==> src/rtl/switch_input_conditioner.sv <==
// -----------------------------------------------------------------------------
// switch_input_conditioner
//
// Cleans the raw board slide-switch bus before it reaches the core's
// `switches` input. Each bit is conditioned independently:
//   raw pin -> 2-flop synchroniser -> stability-count debouncer -> change pulse
//
// A synchronised bit must differ from its current output on STABLE_CYCLES
// consecutive edges before the output takes the new value. Any edge where
// the bit agrees with the output again clears that bit's count, so short
// glitches never reach the core.
//
// Optional feature (macro SWITCH_COND_IRQ_EN):
//   defined   - `irq` is a sticky flag set whenever any output bit updates
//               and cleared by `irq_clear`. A set in the same cycle as a
//               clear wins.
//   undefined - `irq` is tied low and `irq_clear` is ignored; no flop exists.
//
// Parameters:
//   WIDTH         number of switch bits conditioned
//   STABLE_CYCLES consecutive differing cycles needed to accept a change (>= 1)
//   RESET_VALUE   value of `switches_out` during and right after reset
//
// Ports:
//   clk          in   system clock, rising edge
//   reset        in   asynchronous, active-high reset
//   switches_raw in   unsynchronised switch pins [WIDTH]
//   switches_out out  debounced switch value to the core [WIDTH]
//   changed      out  one-cycle pulse per bit when switches_out bit updates
//   irq          out  sticky change flag (see optional feature)
//   irq_clear    in   clears irq
// -----------------------------------------------------------------------------
module switch_input_conditioner #(
    parameter int unsigned       WIDTH         = 16,
    parameter int unsigned       STABLE_CYCLES = 4,
    parameter logic [WIDTH-1:0]  RESET_VALUE   = '0
) (
    input  logic             clk,
    input  logic             reset,
    input  logic [WIDTH-1:0] switches_raw,
    output logic [WIDTH-1:0] switches_out,
    output logic [WIDTH-1:0] changed,
    output logic             irq,
    input  logic             irq_clear
);

    // Counter only has to reach STABLE_CYCLES-1, so clog2 bits suffice;
    // keep at least one bit so STABLE_CYCLES of 1 or 2 still elaborates.
    localparam int unsigned     CW       = ($clog2(STABLE_CYCLES) > 1) ?
                                           $clog2(STABLE_CYCLES) : 1;
    localparam logic [CW-1:0]   CNT_LAST = CW'(STABLE_CYCLES - 1);

    logic [WIDTH-1:0]           r_sync1;
    logic [WIDTH-1:0]           r_sync2;
    logic [WIDTH-1:0][CW-1:0]   r_cnt;
    logic [WIDTH-1:0]           r_out;
    logic [WIDTH-1:0]           r_changed;

    logic [WIDTH-1:0][CW-1:0]   w_cnt_next;
    logic [WIDTH-1:0]           w_out_next;
    logic [WIDTH-1:0]           w_changed_next;

    // -------------------------------------------------------------------------
    // Two-flop synchroniser
    // -------------------------------------------------------------------------
    always_ff @(posedge clk or posedge reset) begin
        if (reset) begin
            r_sync1 <= '0;
            r_sync2 <= '0;
        end else begin
            r_sync1 <= switches_raw;
            r_sync2 <= r_sync1;
        end
    end

    // -------------------------------------------------------------------------
    // Per-bit debounce decision
    // -------------------------------------------------------------------------
    always_comb begin
        w_cnt_next     = r_cnt;
        w_out_next     = r_out;
        w_changed_next = '0;
        for (int unsigned i = 0; i < WIDTH; i++) begin
            if (r_sync2[i] == r_out[i]) begin
                // Agreement (or a glitch that came back) discards any count.
                w_cnt_next[i] = '0;
            end else if (r_cnt[i] == CNT_LAST) begin
                w_out_next[i]     = r_sync2[i];
                w_cnt_next[i]     = '0;
                w_changed_next[i] = 1'b1;
            end else begin
                w_cnt_next[i] = r_cnt[i] + CW'(1);
            end
        end
    end

    always_ff @(posedge clk or posedge reset) begin
        if (reset) begin
            r_cnt     <= '0;
            r_out     <= RESET_VALUE;
            r_changed <= '0;
        end else begin
            r_cnt     <= w_cnt_next;
            r_out     <= w_out_next;
            r_changed <= w_changed_next;
        end
    end

    assign switches_out = r_out;
    assign changed      = r_changed;

    // -------------------------------------------------------------------------
    // Sticky change interrupt
    // -------------------------------------------------------------------------
`ifdef SWITCH_COND_IRQ_EN
    logic r_irq;

    always_ff @(posedge clk or posedge reset) begin
        if (reset) begin
            r_irq <= 1'b0;
        end else if (|w_changed_next) begin
            // A new change outranks a simultaneous clear.
            r_irq <= 1'b1;
        end else if (irq_clear) begin
            r_irq <= 1'b0;
        end
    end

    assign irq = r_irq;
`else
    logic w_unused_irq_clear;

    assign w_unused_irq_clear = irq_clear;
    assign irq                = 1'b0;
`endif

endmodule

==> config.mk <==
export PLATFORM = sky130hd
export DESIGN_NAME = switch_input_conditioner
export DESIGN_NICKNAME = d
export VERILOG_FILES = /design/src/rtl/switch_input_conditioner.sv
export SDC_FILE = /design/constraint.sdc
export NUM_CORES = 1
export LEC_CHECK = 0
export ABC_AREA = 0
export BUFFER_PORTS_ARGS = -buffer_cell sky130_fd_sc_hd__buf_2
export CORE_AREA = 2 2 81 83
export DETAILED_ROUTE_END_ITERATION = 6
export DIE_AREA = 0 0 83 85
export GPL_TIMING_DRIVEN = 0
export HOLD_SLACK_MARGIN = 0.06
export PLACE_DENSITY = 0.86
export SETUP_SLACK_MARGIN = 0.5
export SLEW_MARGIN = 20
export SYNTH_ARGS = -nofsm -noshare
export SYNTH_HDL_FRONTEND = slang
export SYNTH_SLANG_ARGS = --single-unit
==> constraint.sdc <==
create_clock -name clk -period 3.8 [get_ports clk]
set_clock_uncertainty 0.15 [all_clocks]
set_input_delay 0.76 -clock clk [delete_from_list [all_inputs] [get_ports clk]]
set_output_delay 0.76 -clock clk [all_outputs]
set_load 0.02 [all_outputs]
After elaboration in Yosys (flattened, before gate mapping)
Cells that the tools add are included.
{ "word_totals": {"reg_bits": 96, "in_bits": 19, "out_inout_bits": 33} }
{ "op_classes": {"n_eq_ne": 32, "n_mux": 64, "n_reduce_logical": 16, "add_sub_neg": 16, "bitwise": 16} }
{ "op_table": {"columns": ["cell", "count"], "rows": [
  ["$mux 2", 32],
  ["$add 2x1->2 const B", 16],
  ["$eq 2x2->1 const B", 16],
  ["$mux 1", 32],
  ["$reduce_and 2->1", 16],
  ["$eq 1x1->1", 16],
  ["$not 1->1", 16]
]} }

Logic depth before layout (Yosys ltp)
{ "logic_depth": {"depth_word": 3, "ltp_mapped": 2, "mapped_depth_nobuf": 2} }

Worst setup path before layout
No wires, ideal clock.
{ "synth_path": {"kind": "flip-flop to output port", "from": "register r_out[0], in the netlist switches_out[0]", "to": "output switches_out[0]", "n_path_buf": 0, "arrival_time_ns": 0.445, "required_ns": 2.890, "stages_incl_launch_ff": 1, "setup_slack_ns": 2.445, "path_cell_list": "dfrtp_1"} }
{ "synth_lines": {"columns": ["element", "line", "text"], "rows": [
  ["from (decl)", "56", "logic [WIDTH-1:0] r_out;"],
  ["from (signal assigned)", "104", "r_out <= w_out_next;"],
  ["to (decl)", "41", "output logic [WIDTH-1:0] switches_out,"]
]} }
No word-level cell between the ends.

Final worst setup path
{ "layout_path": {"from": "register r_out[10], in the netlist switches_out[10]", "to": "output switches_out[10]"} }
No word-level cell between the ends.

==> results.toml <==
[critical_path]
crit_family = "flip-flops"
start_kind = "flop"
crit_path_end_kind = "output pin"
critPathKind = "reg2out"
slowest_stage = "dfrtp_1"
r2r-end = "switches_out[14]"
crit-reg2reg-launch = "r_cnt[28]"
max_stage_delay_ns = 0.41
crit_chain = "buf_2"
rrSetupSlack_ns = 2.55
crit_arrival_ns = 0.93
reg2reg_depth = 2
cp_num_buf_inv = 1
worstPathMaxFanout = 3
required_ns = 2.89
crit_cells = 1

[worst_hold_path]
hold_path_depth = 0
hp-start = "r_sync1[11]"
hold_class = "reg2reg"
holdPathEnd = "r_sync2[11]"

[die]
num_io_pins = 52
num_rows = 29
initial_core_util = 0.538
coreArea_sq_mm = 0.00620
dieArea_sq_mm = 0.00706
die_w_um = 83
die_y_um = 85

[global_routing]
grt-ovfl-total = 0
antenna_found_initial = 0
grt.busiest_layer = "met2"
grtUsageMet1 = 0.167
grt_usage = 0.140
use_met3 = 0.0720
grt_pass1_vias = 1730
grt_first_pass_wirelength_um = 7670
grt_max_degree = 37
use_met2 = 0.223

[final_layout]
multi_input_area_sq_um = 925
antenna_cells = 0
fill_cells = 459
area_growth_pct = 17.5
fin_cells = 339
drive_gt1_frac = 0.321
final_nets = 292
seqCellArea_sq_mm = 0.00240

[power_and_ir_drop]
p_int_mw = 1.96
powerDensity_mw_per_mm2 = 721
ir_drop_mv = 0.453
p_seq_frac = 0.511
power_switching_uw = 863
total_power_mw = 2.83
clkPwrFrac = 0.227
switching_share = 0.305
p_comb_frac = 0.262
power.leakage_nw = 2.00

[logic_synthesis]
seq_area_frac_synth = 0.720
ys.flop_type = "dfrtp_1"
synth_top_area_frac = 0.720
avgSynthCellArea_sq_um = 17.1
synthArstFlopShare = 1.00
synth-edff-count = 0
netlist_top_cells_count = "dfrtp_1, and2_1"
synthCells = 195
syn_area_sq_mm = 0.00334
yosys-top-cells-area = "dfrtp_1, and2_1, ha_1, nor3b_2, mux2_1"
synth_most_common_cell = "dfrtp_1"
ys_warn_count = 0
yosys.area.top_type = "dfrtp_1"
syn_nets = 230
synth_cell_type_count = 9
ys_ff_latch = 96

[drt]
ant_nets = 0
totalWireLength_um = 4220
drt_pre_antenna_iters = 2
wl_per_cell_um = 12.4
first_iter_violations = 29
avgViaCountPerCell = 4.73
num_vias = 1603
drc = 0

[clock_network]
hold_buffers = 0
clk_path_buf_depth = 2
cts_num_sinks = 96
cts_tree = "built"
htreeDepth = 3
cts_setup_buffers = 0
clock_latency_ns = 0.34
cts_buffers = 9
path_clk_slew_ns = 0.08
cts_resized = 0
root_buffer = "clkbuf_8"

[sta]
min_period_ns = 1.84
tightest_slew_ns = 0.579
max_clock_freq_mhz = 545
slew_headroom = 0.613
hold_viol_final = 0
setup_viol = 0
drv_slew = 0
period_share = 0.483
rsz0062_at_grt = "no"
tns_ns = 0

[placed_design]
dpl.cell_count = 323
numPortBuffers = 49
place_congestion = 0.697
hpwl_um = 2900

[job]
drv_cap = 0

[outcome]
status = "completed"
==> how the worst max path moves through the flow <==
stage	start	to
floorplan	reset	changed[0]
detailed placement	reset	changed[15]
finish	switches_out[10]	switches_out[10]
global route	switches_out[10]	switches_out[10]
CTS	switches_out[14]	switches_out[14]
global placement	reset	r_cnt[31]
==> worst reg2reg max path: stages (launching register included) <==
cell     delay (ns)
dfrtp_1        0.41
ha_1           0.25
mux2_1         0.33
==> power by group through the flow <==
stage	Sequential (mW)	Combinational, mW	Clock (mW)
2_1_floorplan	1.58	0.406	0
3_3_place_gp	1.45	0.712	0
3_5_place_dp	1.47	0.755	0
4_1_cts	1.45	0.759	0.674
5_1_grt	1.48	0.841	0.712
6_report	1.44	0.741	0.642
==> flip-flops by register name, summed over array words and instances (netlist names) <==
| register | cells |
|---|---|
| r_sync2 | 16 |
| r_sync1 | 16 |
| switches_out | 16 |
| changed | 16 |
| r_cnt | 32 |
==> area by class of cell <==
cell class | count | share of cell area
sequential | 96 | 0.613
buffer | 1 | 0.00191
multi-input combinational | 97 | 0.236
clock buffer | 11 | 0.0361
inverter | 1 | 0.00191
tap | 77 | 0.0246
clock inverter | 5 | 0.0144
timing repair buffer | 51 | 0.0728
==> layout by cell type (no fill, tap or decap) <==
| cell type | instances |
|---|---|
| bufinv_16 | 1 |
| clkbuf_8 | 10 |
| xor2_1 | 16 |
| conb_1 | 1 |
| clkbuf_1 | 1 |
| nor3b_2 | 16 |
| mux2_1 | 16 |
| clkinv_4 | 1 |
| buf_2 | 49 |
| dfrtp_1 | 96 |
| buf_4 | 1 |
| ha_1 | 16 |
| clkinv_2 | 2 |
| buf_12 | 2 |
| clkinvlp_4 | 2 |
| and2_1 | 32 |
==> layer usage <==
metal,routed length [um],share of wire
met5,0,0
met2,2000,0.48
met3,301,0.071
met1,1860,0.44
met4,50,0.012
==> metrics by stage <==
step | util | setup WS [ns] | cell area, sq um | hold WS [ns]
floorplan | - | 1.76 | 3340 | 0.181
global placement | 0.594 | 1.22 | 3680 | 0.182
detailed placement | 0.600 | 1.95 | 3720 | 0.186
CTS | 0.632 | 1.94 | 3920 | 0.205
global route | 0.632 | 1.90 | 3920 | 0.208
finish | 0.632 | 1.96 | 3920 | 0.201
==> cells by family after synthesis <==
kind of cell	Yosys count	synth area share
and+or+nand+nor	48	0.120
DFF	96	0.720
muxes	16	0.0540
buffers and inverters	2	0.00337
other	1	0.00112
adders and majority gates	16	0.0600
xor gates and xnor gates	16	0.0420
No activity file was read; power rests on OpenSTA's default activity.
